`config.mk`:
```
export PLATFORM = sky130hd
export DESIGN_NAME = spi_ram_ctrl_flat
export DESIGN_NICKNAME = d
export VERILOG_FILES = /design/src/rtl/spi_ram_ctrl_if.sv /design/src/rtl/spi_ram_ctrl.sv /design/src/flat_wrapper.sv
export SDC_FILE = /design/constraint.sdc
export NUM_CORES = 1
export LEC_CHECK = 0
export ABC_CLOCK_PERIOD_IN_PS = 2000
export CORE_ASPECT_RATIO = 0.5
export CORE_UTILIZATION = 25
export CTS_CLUSTER_DIAMETER = 30
export DETAILED_ROUTE_END_ITERATION = 8
export SLEW_MARGIN = 20
export SYNTH_ARGS = -nofsm -noshare
export SYNTH_HDL_FRONTEND = slang
export SYNTH_SLANG_ARGS = --single-unit
```
`constraint.sdc`:
```
create_clock -name clk -period 2 [get_ports clk]
set_input_delay 0.4 -clock clk [delete_from_list [all_inputs] [get_ports clk]]
set_output_delay 0.4 -clock clk [all_outputs]
set_load 0.02 [all_outputs]
```
`src/rtl/spi_ram_ctrl_if.sv`:
```
// Bundle of SPI-slave, local-requester and RAM-port signals around spi_ram_ctrl.
// The controller uses the slave view; the surrounding environment uses the master view.
interface spi_ram_ctrl_if #(
  parameter int ADDR_SIZE = 8
);
  logic [9:0]           rx_data;
  logic                 rx_valid;
  logic [7:0]           tx_data;
  logic                 tx_valid;
  logic                 loc_req;
  logic                 loc_we;
  logic [ADDR_SIZE-1:0] loc_addr;
  logic [7:0]           loc_wdata;
  logic                 loc_gnt;
  logic                 loc_rvalid;
  logic [7:0]           loc_rdata;
  logic                 mem_en;
  logic                 mem_we;
  logic [ADDR_SIZE-1:0] mem_addr;
  logic [7:0]           mem_wdata;
  logic [7:0]           mem_rdata;
  logic                 cmd_drop;

  modport slave (
    input  rx_data, rx_valid, loc_req, loc_we, loc_addr, loc_wdata, mem_rdata,
    output tx_data, tx_valid, loc_gnt, loc_rvalid, loc_rdata,
           mem_en, mem_we, mem_addr, mem_wdata, cmd_drop
  );

  modport master (
    output rx_data, rx_valid, loc_req, loc_we, loc_addr, loc_wdata, mem_rdata,
    input  tx_data, tx_valid, loc_gnt, loc_rvalid, loc_rdata,
           mem_en, mem_we, mem_addr, mem_wdata, cmd_drop
  );
endinterface

```
`src/rtl/spi_ram_ctrl.sv`:
```
// Decodes SPI command frames, arbitrates one single-port RAM round-robin between
// the SPI side and a local requester, and returns read data to both sides.
module spi_ram_ctrl #(
  parameter int ADDR_SIZE = 8,
  parameter int MEM_DEPTH = 256
) (
  input logic           clk,
  input logic           rst_n,
  spi_ram_ctrl_if.slave bus
);

  typedef enum logic [1:0] {
    IDLE    = 2'd0,
    ACCESS  = 2'd1,
    RD_WAIT = 2'd2
  } state_t;

  typedef enum logic {
    SRC_LOCAL = 1'b0,
    SRC_SPI   = 1'b1
  } src_t;

  localparam logic [ADDR_SIZE-1:0] ADDR_LAST = ADDR_SIZE'(MEM_DEPTH - 1);

  function automatic logic [ADDR_SIZE-1:0] addr_inc(input logic [ADDR_SIZE-1:0] a);
    if (a == ADDR_LAST) begin
      return {ADDR_SIZE{1'b0}};
    end else begin
      return a + ADDR_SIZE'(1);
    end
  endfunction

  state_t               state_r, state_n_s;
  src_t                 last_grant_r, src_r;
  logic                 rx_valid_q_r;
  logic [ADDR_SIZE-1:0] wr_addr_r, rd_addr_r;
  logic                 spi_pend_r, spi_we_r;
  logic [7:0]           spi_wdata_r;
  logic                 mem_en_r, mem_we_r;
  logic [ADDR_SIZE-1:0] mem_addr_r;
  logic [7:0]           mem_wdata_r;
  logic [7:0]           tx_data_r, loc_rdata_r;
  logic                 tx_valid_r, loc_gnt_r, loc_rvalid_r, cmd_drop_r;
  logic                 new_cmd_s, spi_win_s, loc_win_s;
  logic [1:0]           cmd_s;

  assign new_cmd_s = bus.rx_valid & ~rx_valid_q_r;
  assign cmd_s     = bus.rx_data[9:8];

  // Next state and arbitration winner; a tie goes to whoever was not granted last.
  always_comb begin
    state_n_s = state_r;
    spi_win_s = 1'b0;
    loc_win_s = 1'b0;
    case (state_r)
      IDLE: begin
        if (spi_pend_r && bus.loc_req) begin
          if (last_grant_r == SRC_LOCAL) begin
            spi_win_s = 1'b1;
          end else begin
            loc_win_s = 1'b1;
          end
        end else if (spi_pend_r) begin
          spi_win_s = 1'b1;
        end else if (bus.loc_req) begin
          loc_win_s = 1'b1;
        end else begin
          spi_win_s = 1'b0;
        end
        if (spi_win_s || loc_win_s) begin
          state_n_s = ACCESS;
        end else begin
          state_n_s = IDLE;
        end
      end
      ACCESS: begin
        if (mem_we_r) begin
          state_n_s = IDLE;
        end else begin
          state_n_s = RD_WAIT;
        end
      end
      RD_WAIT: state_n_s = IDLE;
      default: state_n_s = IDLE;
    endcase
  end

  // FSM state register.
  always_ff @(posedge clk or negedge rst_n) begin
    if (!rst_n) begin
      state_r <= IDLE;
    end else begin
      state_r <= state_n_s;
    end
  end

  // Frame decode, RAM port drive and read-data return.
  always_ff @(posedge clk or negedge rst_n) begin
    if (!rst_n) begin
      rx_valid_q_r <= 1'b0;
      wr_addr_r    <= {ADDR_SIZE{1'b0}};
      rd_addr_r    <= {ADDR_SIZE{1'b0}};
      spi_pend_r   <= 1'b0;
      spi_we_r     <= 1'b0;
      spi_wdata_r  <= 8'h00;
      last_grant_r <= SRC_LOCAL;
      src_r        <= SRC_LOCAL;
      mem_en_r     <= 1'b0;
      mem_we_r     <= 1'b0;
      mem_addr_r   <= {ADDR_SIZE{1'b0}};
      mem_wdata_r  <= 8'h00;
      tx_data_r    <= 8'h00;
      tx_valid_r   <= 1'b0;
      loc_gnt_r    <= 1'b0;
      loc_rvalid_r <= 1'b0;
      loc_rdata_r  <= 8'h00;
      cmd_drop_r   <= 1'b0;
    end else begin
      rx_valid_q_r <= bus.rx_valid;
      cmd_drop_r   <= 1'b0;
      loc_gnt_r    <= 1'b0;
      loc_rvalid_r <= 1'b0;

      // Decode never collides with an SPI grant: both need opposite spi_pend values.
      if (new_cmd_s) begin
        if (spi_pend_r) begin
          cmd_drop_r <= 1'b1;
        end else begin
          case (cmd_s)
            2'b00: wr_addr_r <= bus.rx_data[ADDR_SIZE-1:0];
            2'b10: rd_addr_r <= bus.rx_data[ADDR_SIZE-1:0];
            2'b01: begin
              spi_pend_r  <= 1'b1;
              spi_we_r    <= 1'b1;
              spi_wdata_r <= bus.rx_data[7:0];
            end
            2'b11: begin
              spi_pend_r <= 1'b1;
              spi_we_r   <= 1'b0;
            end
            default: cmd_drop_r <= 1'b0;
          endcase
        end
      end

      case (state_r)
        IDLE: begin
          if (spi_win_s) begin
            mem_en_r     <= 1'b1;
            mem_we_r     <= spi_we_r;
            spi_pend_r   <= 1'b0;
            last_grant_r <= SRC_SPI;
            src_r        <= SRC_SPI;
            if (spi_we_r) begin
              mem_addr_r  <= wr_addr_r;
              mem_wdata_r <= spi_wdata_r;
              wr_addr_r   <= addr_inc(wr_addr_r);
            end else begin
              mem_addr_r  <= rd_addr_r;
              mem_wdata_r <= 8'h00;
              rd_addr_r   <= addr_inc(rd_addr_r);
            end
          end else if (loc_win_s) begin
            mem_en_r     <= 1'b1;
            mem_we_r     <= bus.loc_we;
            mem_addr_r   <= bus.loc_addr;
            mem_wdata_r  <= bus.loc_wdata;
            loc_gnt_r    <= 1'b1;
            last_grant_r <= SRC_LOCAL;
            src_r        <= SRC_LOCAL;
          end else begin
            mem_en_r <= 1'b0;
          end
        end
        ACCESS: begin
          mem_en_r <= 1'b0;
          mem_we_r <= 1'b0;
        end
        RD_WAIT: begin
          if (src_r == SRC_LOCAL) begin
            loc_rdata_r  <= bus.mem_rdata;
            loc_rvalid_r <= 1'b1;
          end else begin
            loc_rvalid_r <= 1'b0;
          end
        end
        default: mem_en_r <= 1'b0;
      endcase

      // SPI read data is only delivered while the master still holds its frame.
      if ((state_r == RD_WAIT) && (src_r == SRC_SPI) && bus.rx_valid) begin
        tx_data_r  <= bus.mem_rdata;
        tx_valid_r <= 1'b1;
      end else if (!bus.rx_valid) begin
        tx_valid_r <= 1'b0;
      end else begin
        tx_valid_r <= tx_valid_r;
      end
    end
  end

  assign bus.mem_en     = mem_en_r;
  assign bus.mem_we     = mem_we_r;
  assign bus.mem_addr   = mem_addr_r;
  assign bus.mem_wdata  = mem_wdata_r;
  assign bus.tx_data    = tx_data_r;
  assign bus.tx_valid   = tx_valid_r;
  assign bus.loc_gnt    = loc_gnt_r;
  assign bus.loc_rvalid = loc_rvalid_r;
  assign bus.loc_rdata  = loc_rdata_r;
  assign bus.cmd_drop   = cmd_drop_r;

endmodule

```
`src/flat_wrapper.sv`:
```
// flat-port wrapper written by rule: the top's interface ports become plain ports
module spi_ram_ctrl_flat 
#(
  parameter int ADDR_SIZE = 8,
  parameter int MEM_DEPTH = 256
)
  (clk, rst_n, bus_rx_data, bus_rx_valid, bus_loc_req, bus_loc_we, bus_loc_addr, bus_loc_wdata, bus_mem_rdata, bus_tx_data, bus_tx_valid, bus_loc_gnt, bus_loc_rvalid, bus_loc_rdata, bus_mem_en, bus_mem_we, bus_mem_addr, bus_mem_wdata, bus_cmd_drop);
  spi_ram_ctrl_if #(.ADDR_SIZE(ADDR_SIZE)) bus_i ();
  input logic clk;
  input logic rst_n;
  input wire logic [$bits(bus_i.rx_data)-1:0] bus_rx_data;
  input wire logic [$bits(bus_i.rx_valid)-1:0] bus_rx_valid;
  input wire logic [$bits(bus_i.loc_req)-1:0] bus_loc_req;
  input wire logic [$bits(bus_i.loc_we)-1:0] bus_loc_we;
  input wire logic [$bits(bus_i.loc_addr)-1:0] bus_loc_addr;
  input wire logic [$bits(bus_i.loc_wdata)-1:0] bus_loc_wdata;
  input wire logic [$bits(bus_i.mem_rdata)-1:0] bus_mem_rdata;
  output wire logic [$bits(bus_i.tx_data)-1:0] bus_tx_data;
  output wire logic [$bits(bus_i.tx_valid)-1:0] bus_tx_valid;
  output wire logic [$bits(bus_i.loc_gnt)-1:0] bus_loc_gnt;
  output wire logic [$bits(bus_i.loc_rvalid)-1:0] bus_loc_rvalid;
  output wire logic [$bits(bus_i.loc_rdata)-1:0] bus_loc_rdata;
  output wire logic [$bits(bus_i.mem_en)-1:0] bus_mem_en;
  output wire logic [$bits(bus_i.mem_we)-1:0] bus_mem_we;
  output wire logic [$bits(bus_i.mem_addr)-1:0] bus_mem_addr;
  output wire logic [$bits(bus_i.mem_wdata)-1:0] bus_mem_wdata;
  output wire logic [$bits(bus_i.cmd_drop)-1:0] bus_cmd_drop;
  assign bus_i.rx_data = bus_rx_data;
  assign bus_i.rx_valid = bus_rx_valid;
  assign bus_i.loc_req = bus_loc_req;
  assign bus_i.loc_we = bus_loc_we;
  assign bus_i.loc_addr = bus_loc_addr;
  assign bus_i.loc_wdata = bus_loc_wdata;
  assign bus_i.mem_rdata = bus_mem_rdata;
  assign bus_tx_data = bus_i.tx_data;
  assign bus_tx_valid = bus_i.tx_valid;
  assign bus_loc_gnt = bus_i.loc_gnt;
  assign bus_loc_rvalid = bus_i.loc_rvalid;
  assign bus_loc_rdata = bus_i.loc_rdata;
  assign bus_mem_en = bus_i.mem_en;
  assign bus_mem_we = bus_i.mem_we;
  assign bus_mem_addr = bus_i.mem_addr;
  assign bus_mem_wdata = bus_i.mem_wdata;
  assign bus_cmd_drop = bus_i.cmd_drop;
  spi_ram_ctrl #(.ADDR_SIZE(ADDR_SIZE), .MEM_DEPTH(MEM_DEPTH)) u_core (.clk(clk), .rst_n(rst_n), .bus(bus_i));
endmodule
```
==> reports/metrics.yaml <==
synth:
  synthCells: 307
  synth_area_leaders: "dfrtp_1 (52%), mux2_2 (9.6%), nand2_1 (4.6%)"
  synth.largest_area_cell: "dfrtp_1"
  synth_edf_count: 0
  netlist.area_leader.share: 0.520
  syn_area_mm2: 0.00327
  synth_top_flop_cell: "dfrtp_1"
  synthArstFlopShare: 1.00
  synth.net_count: 348
  seq_area_frac_synth: 0.520
  synth.avg_cell_area_um2: 10.7
  synth_cell_types: 58
  ys_ff_latch: 68
  yosysWarnings: 0
sta:
  setup_tns_ns: 0
  timing.final.crit_share: 0.892
  setup-violations-final: 0
  skew_ns: 0.00581
  fmax_ghz: 0.560
  period_minus_slack_ns: 1.78
  hold_ws_ns: 0.0837
  worst_pin_slew_ns: 0.392
  maxSlewViolCount: 0
  final-hold-violation-count: 0
  worst_slew_margin_rel: 0.738
  setup_ws_ns: 0.216
  grt_setup_unrepaired: "false"
global_routing:
  grt_max_degree: 69
  grt_use_met1: 0.181
  gr-usage-all-layers: 0.136
  grt_pass1_vias: 2717
  gr-usage-met2: 0.216
  gr-total-overflow: 0
  grt_pass1_wl_mm: 14.1
  grt_use_met3: 0.0325
  antenna_found_initial: 0
  busiest_layer: "met2"
critical_path:
  crit_arrival_ns: 1.98
  crit_type: "input pin to flop"
  required_ns: 2.20
  cp-endpoint: "u_core.wr_addr_r[0]$_DFF_PN0_"
  start_kind: "input pin"
  r2r_setup_slack_ns: 0.23
  crit_fanout: 5
  cp-end-kind: "flop"
  reg2reg_depth: 4
  reg2reg_to: "u_core.wr_addr_r[5]$_DFF_PN0_"
  timing.rr.start: "u_core.state_r[1]$_DFF_PN0_"
  cp-startpoint: "bus_rx_data[8]"
placed_design:
  pre_cts_ws_ns: -0.133
  portBuffers: 76
  placedCellCount: 568
  place_congestion: 0.916
  dp.final_hpwl_mm: 6.47
pwr:
  power.density_mw_per_mm2: 1600
  clkPwrFrac: 0.215
  switching_share: 0.372
  internal-power_mw: 4.75
  p_seq_frac: 0.342
  pwr-share-comb: 0.443
  p_total_mw: 7.56
  switchingPower_mw: 2.81
  cellLeakagePower_nw: 1.96
  peakVddDrop_v: 0.000579
route:
  antenna_left: 0
  dr.pass1.iters: 4
  drt_iter0_markers: 123
  drt_wl_total_mm: 8.66
  num_vias: 2717
  wl_per_cell_um: 14.8
  drc: 0
  via_per_inst: 4.65
floorplanning:
  core-area_mm2: 0.0127
  die_x_um: 164
  die_h_um: 82.9
  ioPinCount: 77
  start_util: 0.257
  die_area_mm2: 0.0136
  core.rowCount: 29
finish:
  drive_above_1_share: 0.210
  multi_input_area_mm2: 0.00147
  seqCellArea_mm2: 0.00170
  fin_nets: 450
  fill_cells: 1268
  antenna_cells: 0
  fin_cells: 584
  syn2layout_area_growth_pct: 44.7
clock_tree:
  clock_path_buffers: 2
  post_cts_resized: 0
  clkSlewWorstSetupHoldPaths_ns: 0.06
  cts.hold.buffers_added: 0
  h-tree-depth: 3
  cts_tree: "done"
  clock_sinks: 68
  clockRootBuffer: "clkbuf_16"
  postCtsSetupBuffers: 0
  cts_made_buffers: 9
  clk_latency_ns: 0.33
outcome:
  outcome: "complete, no violations"
worst_hold_path:
  hold_class: "input pin to asynchronous set/reset pin"
flow_run:
  drv_cap: 0
-- cells by family after synthesis --
group                    synth area share
multiplexers                        0.112
buffers and inverters              0.0302
adder cells (fa/ha/maj)           0.00764
flip-flops                          0.520
AO/OA/AOI/OAI                       0.142
AND/OR/NAND/NOR                     0.189
-- sequential cells by signal, indices dropped and copies added, names as in the netlist --
name,flops
u_core.spi_wdata_r,8
u_core.bus.mem_en,1
u_core.last_grant_r,1
u_core.bus.cmd_drop,1
u_core.state_r,2
u_core.spi_pend_r,1
u_core.bus.mem_wdata,8
u_core.spi_we_r,1
u_core.bus.loc_gnt,1
u_core.bus.tx_data,8
u_core.bus.mem_we,1
u_core.rd_addr_r,8
u_core.rx_valid_q_r,1
u_core.bus.loc_rvalid,1
u_core.bus.loc_rdata,8
u_core.bus.tx_valid,1
u_core.wr_addr_r,8
u_core.bus.mem_addr,8
-- through the flow --
stage | util | instance area [um2]
2_1_floorplan | - | 3270
3_3_place_gp | 0.347 | 4430
3_5_place_dp | 0.347 | 4430
4_1_cts | 0.372 | 4740
5_1_grt | 0.372 | 4740
6_report | 0.372 | 4740
-- worst min-delay path by stage --
| stage | start | to | slack [ns] | cells past startpoint |
|---|---|---|---|---|
| after floorplan | rst_n | u_core.bus.cmd_drop$_DFF_PN0_ | 0.10 | 0 |
| after global placement | rst_n | u_core.bus.mem_wdata[4]$_DFFE_PN0P_ | 0.46 | 2 |
| after detailed placement | rst_n | u_core.bus.mem_wdata[4]$_DFFE_PN0P_ | 0.46 | 2 |
| after CTS | rst_n | u_core.bus.mem_wdata[4]$_DFFE_PN0P_ | 0.10 | 2 |
| after global routing | rst_n | u_core.bus.mem_wdata[4]$_DFFE_PN0P_ | 0.11 | 2 |
| final | rst_n | u_core.bus.mem_wdata[4]$_DFFE_PN0P_ | 0.08 | 2 |
-- cell type report --
| cell class | count | area share |
|---|---|---|
| Multi-Input combinational cell | 218 | 0.311 |
| Clock buffer | 11 | 0.0534 |
| Tap cell | 170 | 0.0449 |
| Timing Repair Buffer | 105 | 0.213 |
| Sequential cell | 68 | 0.359 |
| Inverter | 7 | 0.00555 |
| Clock inverter | 5 | 0.0124 |
-- cell usage after synthesis, types with 3 or more instances --
library cell / count
a21oi_1: 8
mux2i_1: 5
nand3_1: 16
o21ai_0: 5
nor2_1: 28
a211oi_1: 4
and4_1: 3
nor3_1: 5
a221oi_1: 4
buf_2: 7
clkbuf_1: 5
inv_1: 7
dfrtp_1: 68
o31ai_1: 4
mux2_2: 28
nand2_1: 40
nor2b_1: 6
o22ai_1: 3
nor2_2: 3
a31oi_1: 9
-- placed cells by master, fill, tap and decap left out, drive strengths merged, types with 2 or more instances in the layout --
master	netlist	final
nor3	7	7
nand3	16	16
and2	2	2
nand2	41	41
nand4	2	2
clkdlybuf4s50	0	75
o21ai	7	7
a21oi	8	8
inv	7	8
o221ai	2	2
a32oi	2	2
o221a	2	2
a21boi	2	2
o31ai	4	4
nor3b	2	2
nand3b	2	2
ha	2	2
mux2	28	28
nor2	32	32
a211oi	4	4
nor2b	6	6
a31oi	9	9
clkbuf	5	11
mux2i	5	5
buf	9	30
and3	2	2
and4	3	3
o22ai	4	4
a21o	2	2
clkinvlp	0	2
dfrtp	68	68
a221oi	5	5
o211ai	2	2
-- metal layers --
| layer | up-vias | wire length, um |
|---|---|---|
| met5 | - | 0 |
| met4 | 0 | 98 |
| met3 | 12 | 378 |
| met2 | 58 | 4000 |
| met1 | 1322 | 4180 |
| li1 | 1325 | - |
-- power by group through the flow --
stage                     Combinational [mW]  Sequential, mW  Clock [mW]
after floorplan                         1.59            2.86           0
after global placement                  3.34            2.58           0
after detailed placement                3.37            2.59           0
after CTS                               3.38            2.58        1.67
after global routing                    3.64            2.69        1.73
final                                   3.35            2.59        1.62
-- critical path: stages --
cell and delay [ns]:
clkdlybuf4s50_1 0.46, or4b_4 0.60, nor2_2 0.22, mux2i_1 0.22
o22ai_1 0.09
No activity file was read; power rests on OpenSTA's default activity.
